## config.mk

```make
export PLATFORM = sky130hd
export DESIGN_NAME = keypad_event
export DESIGN_NICKNAME = d
export VERILOG_FILES = /design/src/rtl/keypad_event.sv
export SDC_FILE = /design/constraint.sdc
export NUM_CORES = 1
export LEC_CHECK = 0
export CORE_ASPECT_RATIO = 1.1
export CORE_MARGIN = 2
export CORE_UTILIZATION = 45
export CTS_BUF_LIST = sky130_fd_sc_hd__clkbuf_4 sky130_fd_sc_hd__clkbuf_8
export CTS_CLUSTER_SIZE = 10
export DETAILED_ROUTE_END_ITERATION = 6
export HOLD_SLACK_MARGIN = 0.05
export PLACE_DENSITY = 0.72
export SYNTH_ARGS = -nofsm -noshare
export SYNTH_HDL_FRONTEND = slang
export SYNTH_SLANG_ARGS = --single-unit
```

## constraint.sdc

```tcl
create_clock -name clk -period 9.3 [get_ports clk]
set_input_delay 1.86 -clock clk [delete_from_list [all_inputs] [get_ports clk]]
set_output_delay 1.86 -clock clk [all_outputs]
set_load 0.05 [all_outputs]
```

## src/rtl/keypad_event.sv

```systemverilog
// keypad_event: key-event detector between the keypad scanner and the
// display/command logic. It classifies each scan sample and debounces press
// and release. It emits one-cycle press/release strobes together with the
// encoded key position. A held key produces exactly one fresh press.
//
// Build option: define KEYPAD_EVENT_REPEAT_EN to enable typematic
// auto-repeat (REPEAT_DELAY samples to the first repeat, then every
// REPEAT_RATE samples). Without it, is_repeat is always 0.
//
// The release strobe port is named key_release because "release" is a
// reserved word in SystemVerilog.

module keypad_event #(
    parameter int NROWS        = 4,
    parameter int NCOLS        = 4,
    parameter int DEBOUNCE     = 3,
    parameter int REPEAT_DELAY = 16,
    parameter int REPEAT_RATE  = 4
) (
    input  logic                     clk,
    input  logic                     reset,
    input  logic                     scan_valid,
    input  logic [NROWS-1:0]         rows,
    input  logic [NCOLS-1:0]         cols,
    output logic                     press,
    output logic                     is_repeat,
    output logic                     key_release,
    output logic                     held,
    output logic [$clog2(NROWS)-1:0] key_row,
    output logic [$clog2(NCOLS)-1:0] key_col
);

    localparam int RW    = $clog2(NROWS);
    localparam int CLW   = $clog2(NCOLS);
    localparam int CNT_W = $clog2(DEBOUNCE + 1);

    typedef enum logic [1:0] {
        IDLE,
        DEB_PRESS,
        HELD,
        DEB_REL
    } state_t;

    state_t           state;
    logic [CNT_W-1:0] cnt;
    logic [CNT_W-1:0] cnt_inc;
    logic [RW-1:0]    cand_row;
    logic [CLW-1:0]   cand_col;
    logic [RW-1:0]    row_idx;
    logic [CLW-1:0]   col_idx;
    logic             is_none;
    logic             is_single;
    logic             same_key;
    logic             debounced;

    // Encode the index of the set row and column bit (meaningful for SINGLE samples only)
    always_comb begin
        // NOTE: every combinational output gets a default before the loops so no latch is inferred.
        row_idx = '0;
        col_idx = '0;
        for (int i = 0; i < NROWS; i++) begin
            if (rows[i]) row_idx = RW'(i);
        end
        for (int j = 0; j < NCOLS; j++) begin
            if (cols[j]) col_idx = CLW'(j);
        end
    end

    assign is_none   = (rows == '0);
    assign is_single = $onehot(rows) && $onehot(cols);
    assign same_key  = (row_idx == cand_row) && (col_idx == cand_col);
    assign cnt_inc   = cnt + CNT_W'(1);
    assign debounced = (cnt_inc == CNT_W'(DEBOUNCE));

`ifdef KEYPAD_EVENT_REPEAT_EN
    localparam int RMAX = (REPEAT_DELAY > REPEAT_RATE) ? REPEAT_DELAY : REPEAT_RATE;
    localparam int RCW  = $clog2(RMAX + 1);

    logic [RCW-1:0] rcnt;
    logic           rep_started;
    logic [RCW-1:0] rep_limit;
    logic [RCW:0]   rcnt_inc;
    logic           rep_due;
    logic [RCW-1:0] rcnt_sat;

    // The first repeat waits REPEAT_DELAY samples, later ones REPEAT_RATE.
    // rcnt_inc is one bit wider so the compare cannot wrap at the top of the range.
    assign rep_limit = rep_started ? RCW'(REPEAT_RATE) : RCW'(REPEAT_DELAY);
    assign rcnt_inc  = {1'b0, rcnt} + (RCW+1)'(1);
    assign rep_due   = (rcnt_inc >= {1'b0, rep_limit});
    // Saturating at the limit keeps a due repeat pending through a release bounce.
    assign rcnt_sat  = rep_due ? rep_limit : rcnt_inc[RCW-1:0];
`else
    // Constant 0 without the repeat feature; the parameters stay in the shared parameter list.
    assign is_repeat = (REPEAT_DELAY < 0) && (REPEAT_RATE < 0);
`endif

    // Debounce FSM with registered strobes, key position and held flag
    always_ff @(posedge clk) begin
        if (reset) begin
            // NOTE: sequential state uses non-blocking assignments only, so every register samples pre-edge values.
            state       <= IDLE;
            cnt         <= '0;
            cand_row    <= '0;
            cand_col    <= '0;
            press       <= 1'b0;
            key_release <= 1'b0;
            held        <= 1'b0;
            key_row     <= '0;
            key_col     <= '0;
`ifdef KEYPAD_EVENT_REPEAT_EN
            is_repeat   <= 1'b0;
            rcnt        <= '0;
            rep_started <= 1'b0;
`endif
        end else begin
            // Strobes last one cycle unless re-asserted below
            press       <= 1'b0;
            key_release <= 1'b0;
`ifdef KEYPAD_EVENT_REPEAT_EN
            is_repeat   <= 1'b0;
`endif
            if (scan_valid) begin
                unique case (state)
                    IDLE: begin
                        if (is_single) begin
                            cand_row <= row_idx;
                            cand_col <= col_idx;
                            cnt      <= CNT_W'(1);
                            if (DEBOUNCE == 1) begin
                                state   <= HELD;
                                held    <= 1'b1;
                                press   <= 1'b1;
                                key_row <= row_idx;
                                key_col <= col_idx;
`ifdef KEYPAD_EVENT_REPEAT_EN
                                rcnt        <= '0;
                                rep_started <= 1'b0;
`endif
                            end else begin
                                state <= DEB_PRESS;
                            end
                        end
                    end

                    DEB_PRESS: begin
                        if (!is_single) begin
                            state <= IDLE;
                        end else if (!same_key) begin
                            cand_row <= row_idx;
                            cand_col <= col_idx;
                            cnt      <= CNT_W'(1);
                        end else begin
                            cnt <= cnt_inc;
                            if (debounced) begin
                                state   <= HELD;
                                held    <= 1'b1;
                                press   <= 1'b1;
                                key_row <= row_idx;
                                key_col <= col_idx;
`ifdef KEYPAD_EVENT_REPEAT_EN
                                rcnt        <= '0;
                                rep_started <= 1'b0;
`endif
                            end
                        end
                    end

                    HELD: begin
                        // Any SINGLE or MULTI sample keeps the key held; a different key is ignored
                        if (is_none) begin
                            cnt <= CNT_W'(1);
                            if (DEBOUNCE == 1) begin
                                state       <= IDLE;
                                held        <= 1'b0;
                                key_release <= 1'b1;
                            end else begin
                                state <= DEB_REL;
                            end
                        end
`ifdef KEYPAD_EVENT_REPEAT_EN
                        // An immediate release (DEBOUNCE=1) suppresses a due repeat
                        if (rep_due && !(is_none && DEBOUNCE == 1)) begin
                            press       <= 1'b1;
                            is_repeat   <= 1'b1;
                            rcnt        <= '0;
                            rep_started <= 1'b1;
                        end else begin
                            rcnt <= rcnt_sat;
                        end
`endif
                    end

                    DEB_REL: begin
                        if (!is_none) begin
                            state <= HELD;
                        end else if (debounced) begin
                            state       <= IDLE;
                            held        <= 1'b0;
                            key_release <= 1'b1;
                        end else begin
                            cnt <= cnt_inc;
                        end
`ifdef KEYPAD_EVENT_REPEAT_EN
                        rcnt <= rcnt_sat;
`endif
                    end
                endcase
            end
        end
    end

endmodule

```

==> results of run 1 <==
registers in the layout (all words and copies together), names as in the netlist:
register	cells
cand_col	2
cand_row	2
cnt	2
held	1
key_col	2
key_release	1
key_row	2
press	1
state	2
layout by cell type, fill, tap and decap left out, types with 2 or more instances in the layout:
master	netlist	routed
a21oi_1	7	7
a31oi_1	4	4
clkbuf_4	0	3
clkdlybuf4s50_1	0	17
dfxtp_1	15	15
fa_1	2	2
ha_1	6	6
inv_1	12	12
mux2_4	2	2
mux2i_1	2	2
nand2_1	5	5
nand2b_1	2	2
nor2_1	7	7
nor2b_1	2	2
nor3_1	7	7
o21ai_0	2	2
or3_1	2	2
xnor2_1	2	2
worst register-to-register path, cell delays in order, from the launching register on:
cell and delay, ns:
dfxtp_1 0.33, or3_1 0.42, a211oi_4 0.49, a31o_2 0.27, mux2_4 0.30
power by group through the flow:
stage,clock [mW],combinational (mW),sequential [mW]
after floorplan,0,0.0217,0.0677
after global placement,0,0.0288,0.0679
after detailed placement,0,0.0298,0.0681
after CTS,0.0372,0.0301,0.0665
after global routing,0.0408,0.0333,0.0667
final,0.0365,0.0298,0.0666
final cells by class:
class | count | area (um^2)
sequential | 15 | 300
multi-input combinational | 75 | 596
clock buffer | 3 | 22.5
timing repair buffer | 17 | 170
inverter | 12 | 45.0
clock inverter | 1 | 5.00
tap | 28 | 35.0
fill | 187 | 847
how the worst max path moves through the flow:
stage	startpoint	endpoint	slack (ns)	cells after the start
final	cols[3]	cand_row[1]	4.59	11
after global routing	cols[3]	key_row[1]	4.46	11
after detailed placement	cols[3]	key_row[1]	4.29	11
after CTS	cols[3]	cand_row[1]	4.59	11
after global placement	cols[3]	key_row[1]	4.35	11
after floorplan	cols[0]	cand_row[1]	4.98	10
kinds of logic after synthesis:
| group | synth area share [%] |
|---|---|
| other | 0.391 |
| adder cells (fa/ha/maj) | 12.0 |
| XOR/XNOR | 2.74 |
| AO/OA/AOI/OAI | 14.9 |
| flip-flops | 31.3 |
| multiplexers | 5.22 |
| AND/OR/NAND/NOR | 26.9 |
| buffers and inverters | 6.65 |
metal layers:
metal | vias to the layer above | track usage [%] | part of all wire [%]
met2 | 20 | 28.4 | 51
met4 | 0 | 6.76 | 2.2
met3 | 6 | 2.07 | 3.0
met1 | 373 | 21.4 | 44
li1 | 403 | - | -
met5 | - | 0 | 0
stage by stage:
stage,util (%),total power [mW],area [um^2],hold WS [ns],worst slack (ns)
floorplan,-,0.0894,960,0.460,4.98
global placement,56.7,0.0968,1150,0.432,4.35
detailed placement,56.7,0.0979,1150,0.441,4.29
CTS,58.1,0.134,1170,0.455,4.59
global route,58.1,0.141,1170,0.468,4.46
finish,58.1,0.133,1170,0.453,4.59
==> results.yml, run 1 <==
power:
  power.density_nw_per_um2: 113
  switching_power_mw: 0.0381
  clock_power_share_pct: 27.5
  p_int_mw: 0.0947
  p_sw_share_pct: 28.7
  combPwrFrac_pct: 22.4
  seq_power_share_pct: 50.1
  leakagePower_nw: 0.470
  vdd_ir_drop_max_uv: 61.6
worst_setup_path:
  worst-path-max-fanout: 9
  r2r_end: "cand_row[1]"
  rrSetupSlack_ns: 7.39
  critPathRequiredTime_ns: 9.48
  reg2reg_depth: 4
  startpoint_type: "primary input"
  cp_cell_sequence: "clkdlybuf4s50_1, inv_1, fa_1, inv_1, ha_1, ha_1, or3_4, nor4_4, nand2_1, a31o_2, mux2_4"
  cp.arrival_ns: 4.89
  crit_buf_inv: 3
  critPathCaptureType: "register"
  reg2reg_from: "cand_col[0]"
  crit_path_top_delay_cell: "clkdlybuf4s50_1"
  cpPeakStageDelay_ns: 0.56
  cp_top_family: "adder cells"
  setup.worst_path.class: "in2reg"
sta:
  hold_violations: 0
  relSlewSlack_pct: 50.3
  setup_tns_ns: 0
  min_period_ns: 4.71
  setup_viol: 0
  slew_viol_final: 0
  rsz0062_at_grt: "no"
  worst_pin_slew_ns: 0.743
  max_clock_freq_mhz: 212
  finalCritPeriodShare_pct: 50.6
  fin_skew_ns: 0.000649
die:
  dieWidth_um: 48.0
  fp.dieArea_um2: 2520
  coreArea_um2: 2020
  dieHeight_um: 52.4
  initial_utilization_pct: 47.5
  io_pins: 19
  rows: 17
placed_design:
  portBuffers: 17
  dp_hpwl_um: 1450
  gp_congestion: 0.768
  dp.cells: 147
clocking:
  ctsResizeCount: 0
  postCtsSetupRepairBufs: 0
  cts_sinks: 15
  path_clk_slew_ns: 0.09
  cts_buffers: 3
  cts_htree_levels: 1
  cts_tree: "built"
  cts_root_buf: "clkbuf_4"
  cts.path.max_buffers: 2
  hold_buffers: 0
  insertion_delay_ns: 0.28
yosys:
  ys_ff_latch: 15
  synth_top_cell_area_share_pct: 31.3
  seq_area_frac_synth_pct: 31.3
  yosys-top-cells-count: "dfxtp_1, inv_1, a21oi_1, nor2_1, nor3_1"
  yosys_warnings: 0
  synth_edf_count: 0
  post-synth-top-area-cell: "dfxtp_1"
  synth_most_common_cell: "dfxtp_1"
  ys_types: 41
  syn_area_per_cell_um2: 9.05
  synth_nets: 125
  async_flop_share_pct: 0
  synth_area_leaders: "dfxtp_1, ha_1, inv_1, fa_1, a21oi_1"
  synth_area_um2: 960
  synthesis.instances: 106
  synth_flop_cell: "dfxtp_1"
grt:
  grt_pass1_wl_um: 3070
  grt_max_degree: 19
  grt-ovfl-total: 0
  groute.usage.overall_pct: 17.0
  first_global_vias: 747
  antenna_found_initial: 0
min_path:
  hp-start: "key_col[0]"
  hold_class: "reg2reg"
  holdPathStages: 2
  min_to: "key_col[0]"
drt:
  drc: 0
  drt_pass1_iterations: 4
  wirelength_um: 1810
  ant_nets: 0
  vias: 802
  wire_per_inst_um: 12.0
  drt_iter0_markers: 18
  avgViaCountPerCell: 5.31
layout:
  fin_cells: 151
  antenna_cells: 0
  layout-drive-gt1-share_pct: 12.2
  area_growth_pct: 22.3
  nNetsFinal: 143
flow_run:
  maxCapViolations: 0
outcome:
  status: "finished, final reports clean"
Power figures use the tool's default switching activity.
==> inputs of run 2 (changes only) <==
PLACE_DENSITY = 0.75   (was 0.72)
clock period = 3.8 ns   (was 9.3 ns; I/O delays follow)
==> results.yml, run 2 (synthesis gave the netlist of run 1 again) <==
outcome:
  status: "finished, final reports clean"
drt:
  drt_pass1_iterations: 6
  avgViaCountPerCell: 5.10
  wirelength_um: 1750
  drc: 0
  vias: 791
  ant_nets: 0
  wire_per_inst_um: 11.3
  drt_iter0_markers: 6
clocking:
  cts_root_buf: "clkbuf_4"
  path_clk_slew_ns: 0.10
  cts.path.max_buffers: 2
  postCtsSetupRepairBufs: 0
  cts_buffers: 3
  ctsResizeCount: 0
  cts_tree: "built"
  cts_sinks: 15
  hold_buffers: 0
  insertion_delay_ns: 0.29
  cts_htree_levels: 1
worst_setup_path:
  critPathCaptureType: "register"
  worst-path-max-fanout: 7
  rrSetupSlack_ns: 1.91
  setup.worst_path.class: "in2reg"
  startpoint_type: "primary input"
  cp.arrival_ns: 3.66
  critPathRequiredTime_ns: 3.99
die:
  fp.dieArea_um2: 2520
  rows: 17
  initial_utilization_pct: 47.5
  dieHeight_um: 52.4
  dieWidth_um: 48.0
  coreArea_um2: 2020
  io_pins: 19
placed_design:
  place_area_um2: 1180
  gp_congestion: 0.838
  dp.cells: 151
  portBuffers: 17
  dp_hpwl_um: 1440
power:
  totalPowerFinal_mw: 0.334
  power.density_nw_per_um2: 277
  leakagePower_nw: 0.490
  vdd_ir_drop_max_uv: 153
sta:
  finalCritPeriodShare_pct: 91.3
  max_clock_freq_mhz: 288
  rsz0062_at_grt: "no"
  setup_tns_ns: 0
  hold_ws_ns: 0.446
  hold_violations: 0
  relSlewSlack_pct: 61.1
  min_period_ns: 3.47
  setup_viol: 0
  fin_skew_ns: 0.00897
  slew_viol_final: 0
  worst_pin_slew_ns: 0.582
grt:
  antenna_found_initial: 0
  groute.usage.overall_pct: 17.2
  grt_pass1_wl_um: 3080
  grt_max_degree: 19
  first_global_vias: 743
  grt-ovfl-total: 0
layout:
  fin_cells: 155
  fin_area_um2: 1200
  final_cell_mix: "clkdlybuf4s50_1, dfxtp_1, inv_1"
  nNetsFinal: 147
  area_growth_pct: 25.4
  antenna_cells: 0
  final_common_cell: "clkdlybuf4s50_1"
  layout-drive-gt1-share_pct: 15.0
min_path:
  hold_class: "reg2reg"
flow_run:
  maxCapViolations: 0
-- run 2: cell count changes in the layout (fill, tap and decap cells not counted) --
cell | previous run | this run
buf_4 | 0 | 4
-- run 2: final timing paths --
kind	from	to	cells after the start
max	cols[1]	cand_row[1]	11
min	key_col[0]	key_col[0]	2
max reg2reg	cand_col[0]	cand_row[1]	4
min reg2reg	key_col[0]	key_col[0]	2
-- run 2: cell type report --
class | instances | area [um^2]
Clock buffer | 3 | 22.5
Clock inverter | 1 | 5.00
Fill cell | 182 | 817
Inverter | 12 | 45.0
Multi-Input combinational cell | 75 | 596
Sequential cell | 15 | 300
Tap cell | 28 | 35.0
Timing Repair Buffer | 21 | 200
-- run 2: metal layers --
metal	vias to the layer above	wire [um]	global-route usage (%)
met1	360	777	22.0
met2	14	910	27.8
met5	-	0	0
li1	415	-	-
met4	0	17	8.11
met3	2	46	2.07
-- run 2: worst max-delay path, stage by stage --
cell and delay [ns]:
clkdlybuf4s50_1 0.48, inv_1 0.06, fa_1 0.50, inv_1 0.04, ha_1 0.17, ha_1 0.29
or3_4 0.38, nor4_4 0.29, nand2_1 0.14, a31o_2 0.26, mux2_4 0.29
-- run 2: where the power goes --
group,total (mW),switching [mW],internal (mW),leakage [nW]
sequential,0.163,0.00279,0.160,0.121
combinational,0.0776,0.0406,0.0370,0.351
clock,0.0932,0.0541,0.0391,0.0177
-- run 2: stage by stage --
stage                     utilization [%]  setup WS (ns)
final                                59.6          0.331
after global routing                 59.6          0.204
after CTS                            59.6          0.335
after detailed placement             58.2         0.0204
after global placement               58.2         0.0946
after floorplan                         -          0.575
==> inputs of run 3 (changes only) <==
PLACE_DENSITY = 0.72   (was 0.75)
clock period = 4.2 ns   (was 3.8 ns; I/O delays follow)
==> results.yml, run 3 (synthesis gave the netlist of run 1 again) <==
worst_setup_path:
  cp_cell_sequence: "clkdlybuf4s50_1, inv_1, fa_1, inv_1, ha_1, ha_1, or3_4, nor4_4, nand2_1, a31o_2, mux2_4"
  worst-path-max-fanout: 9
  cp_top_family: "adder cells"
  crit_path_top_delay_cell: "clkdlybuf4s50_1"
  cpPeakStageDelay_ns: 0.57
  critPathCaptureType: "register"
  r2r_end: "cand_row[1]"
  startpoint_type: "primary input"
  cp.depth: 11
  crit_buf_inv: 3
  rrSetupSlack_ns: 2.29
  critPathRequiredTime_ns: 4.38
  setup.worst_path.class: "in2reg"
  reg2reg_depth: 4
  cp.arrival_ns: 3.89
  reg2reg_from: "cand_col[0]"
flow_run:
  maxCapViolations: 0
sta:
  worst_pin_slew_ns: 0.748
  finalCritPeriodShare_pct: 88.2
  setup_viol: 0
  min_period_ns: 3.71
  max_clock_freq_mhz: 270
  hold_violations: 0
  relSlewSlack_pct: 49.9
  slew_viol_final: 0
  rsz0062_at_grt: "no"
  fin_skew_ns: 0.00916
  setup_tns_ns: 0
placed_design:
  portBuffers: 17
  dp_hpwl_um: 1490
  dp.cells: 147
  gp_congestion: 0.768
clocking:
  insertion_delay_ns: 0.28
  postCtsSetupRepairBufs: 0
  path_clk_slew_ns: 0.09
  cts_buffers: 3
  cts_tree: "built"
  cts_root_buf: "clkbuf_4"
  cts_sinks: 15
  cts_htree_levels: 1
  ctsResizeCount: 0
  cts.path.max_buffers: 2
  hold_buffers: 0
grt:
  grt-ovfl-total: 0
  grt_pass1_wl_um: 3080
  grt_max_degree: 19
  first_global_vias: 731
  groute.usage.overall_pct: 17.4
  antenna_found_initial: 0
die:
  rows: 17
  initial_utilization_pct: 47.5
  fp.dieArea_um2: 2520
  dieHeight_um: 52.4
  io_pins: 19
  coreArea_um2: 2020
  dieWidth_um: 48.0
layout:
  seqCellArea_um2: 300
  area_growth_pct: 22.3
  fillers: 185
  antenna_cells: 0
  fin_cells: 151
  multi_input_area_um2: 596
  final_cell_mix: "clkdlybuf4s50_1, dfxtp_1, inv_1"
  final_common_cell: "clkdlybuf4s50_1"
  nNetsFinal: 143
  layout-drive-gt1-share_pct: 12.2
drt:
  vias: 823
  drt_pass1_iterations: 4
  wl_met2_um: 944
  wirelength_um: 1850
  drt_iter0_markers: 18
  ant_nets: 0
  wl_met1_um: 772
  wire_per_inst_um: 12.2
  route.met3.wl_um: 88
  avgViaCountPerCell: 5.45
  drc: 0
  routed.top_layer: "met4"
min_path:
  holdPathStages: 2
  hold_class: "reg2reg"
  hp-start: "key_col[0]"
  min_to: "key_col[0]"
power:
  power.density_nw_per_um2: 250
  vdd_ir_drop_max_uv: 110
  leakagePower_nw: 0.470
outcome:
  status: "finished, final reports clean"
## run 3: metrics by stage
stage               setup WS, ns  util [%]  cell area [um^2]  power, mW  hold WS, ns
global route               0.375      58.1              1170      0.310        0.462
finish                     0.495      58.1              1170      0.293        0.454
CTS                        0.486      58.1              1170      0.295        0.455
detailed placement         0.184      56.7              1150      0.217        0.442
global placement           0.271      56.7              1150      0.214        0.432
floorplan                  0.895         -               960      0.198        0.460
## run 3: how the worst max path moves through the flow
stage | start | end
after floorplan | cols[0] | cand_row[1]
after global placement | cols[3] | key_row[1]
after detailed placement | cols[3] | cand_row[1]
after CTS | cols[3] | cand_row[1]
after global routing | cols[3] | cand_row[1]
final | cols[3] | cand_row[1]
## run 3: area by class of cell
cell class                 count  share of cell area (%)
multi-input combinational     75                    50.7
sequential                    15                    25.6
timing repair buffer          17                    14.5
inverter                      12                    3.84
tap                           28                    2.99
clock buffer                   3                    1.92
clock inverter                 1                   0.426
## run 3: worst reg2reg max path, stage by stage (launching register included)
cell and delay, ns:
dfxtp_1 0.34, or3_1 0.42, a211oi_4 0.49, a31o_2 0.27
mux2_4 0.30
## run 3: report_power, final
group          leakage, nW  switching [mW]  internal (mW)
registers            0.121         0.00262          0.145
clock network       0.0177          0.0443         0.0353
logic                0.331          0.0362         0.0295
total                0.470          0.0832          0.210
## run 3: per-layer routing
metal	global-route usage, %	vias to the layer above
li1	-	402
met1	21.9	381
met2	29.3	34
met3	3.10	6
met4	5.41	0
met5	0	-
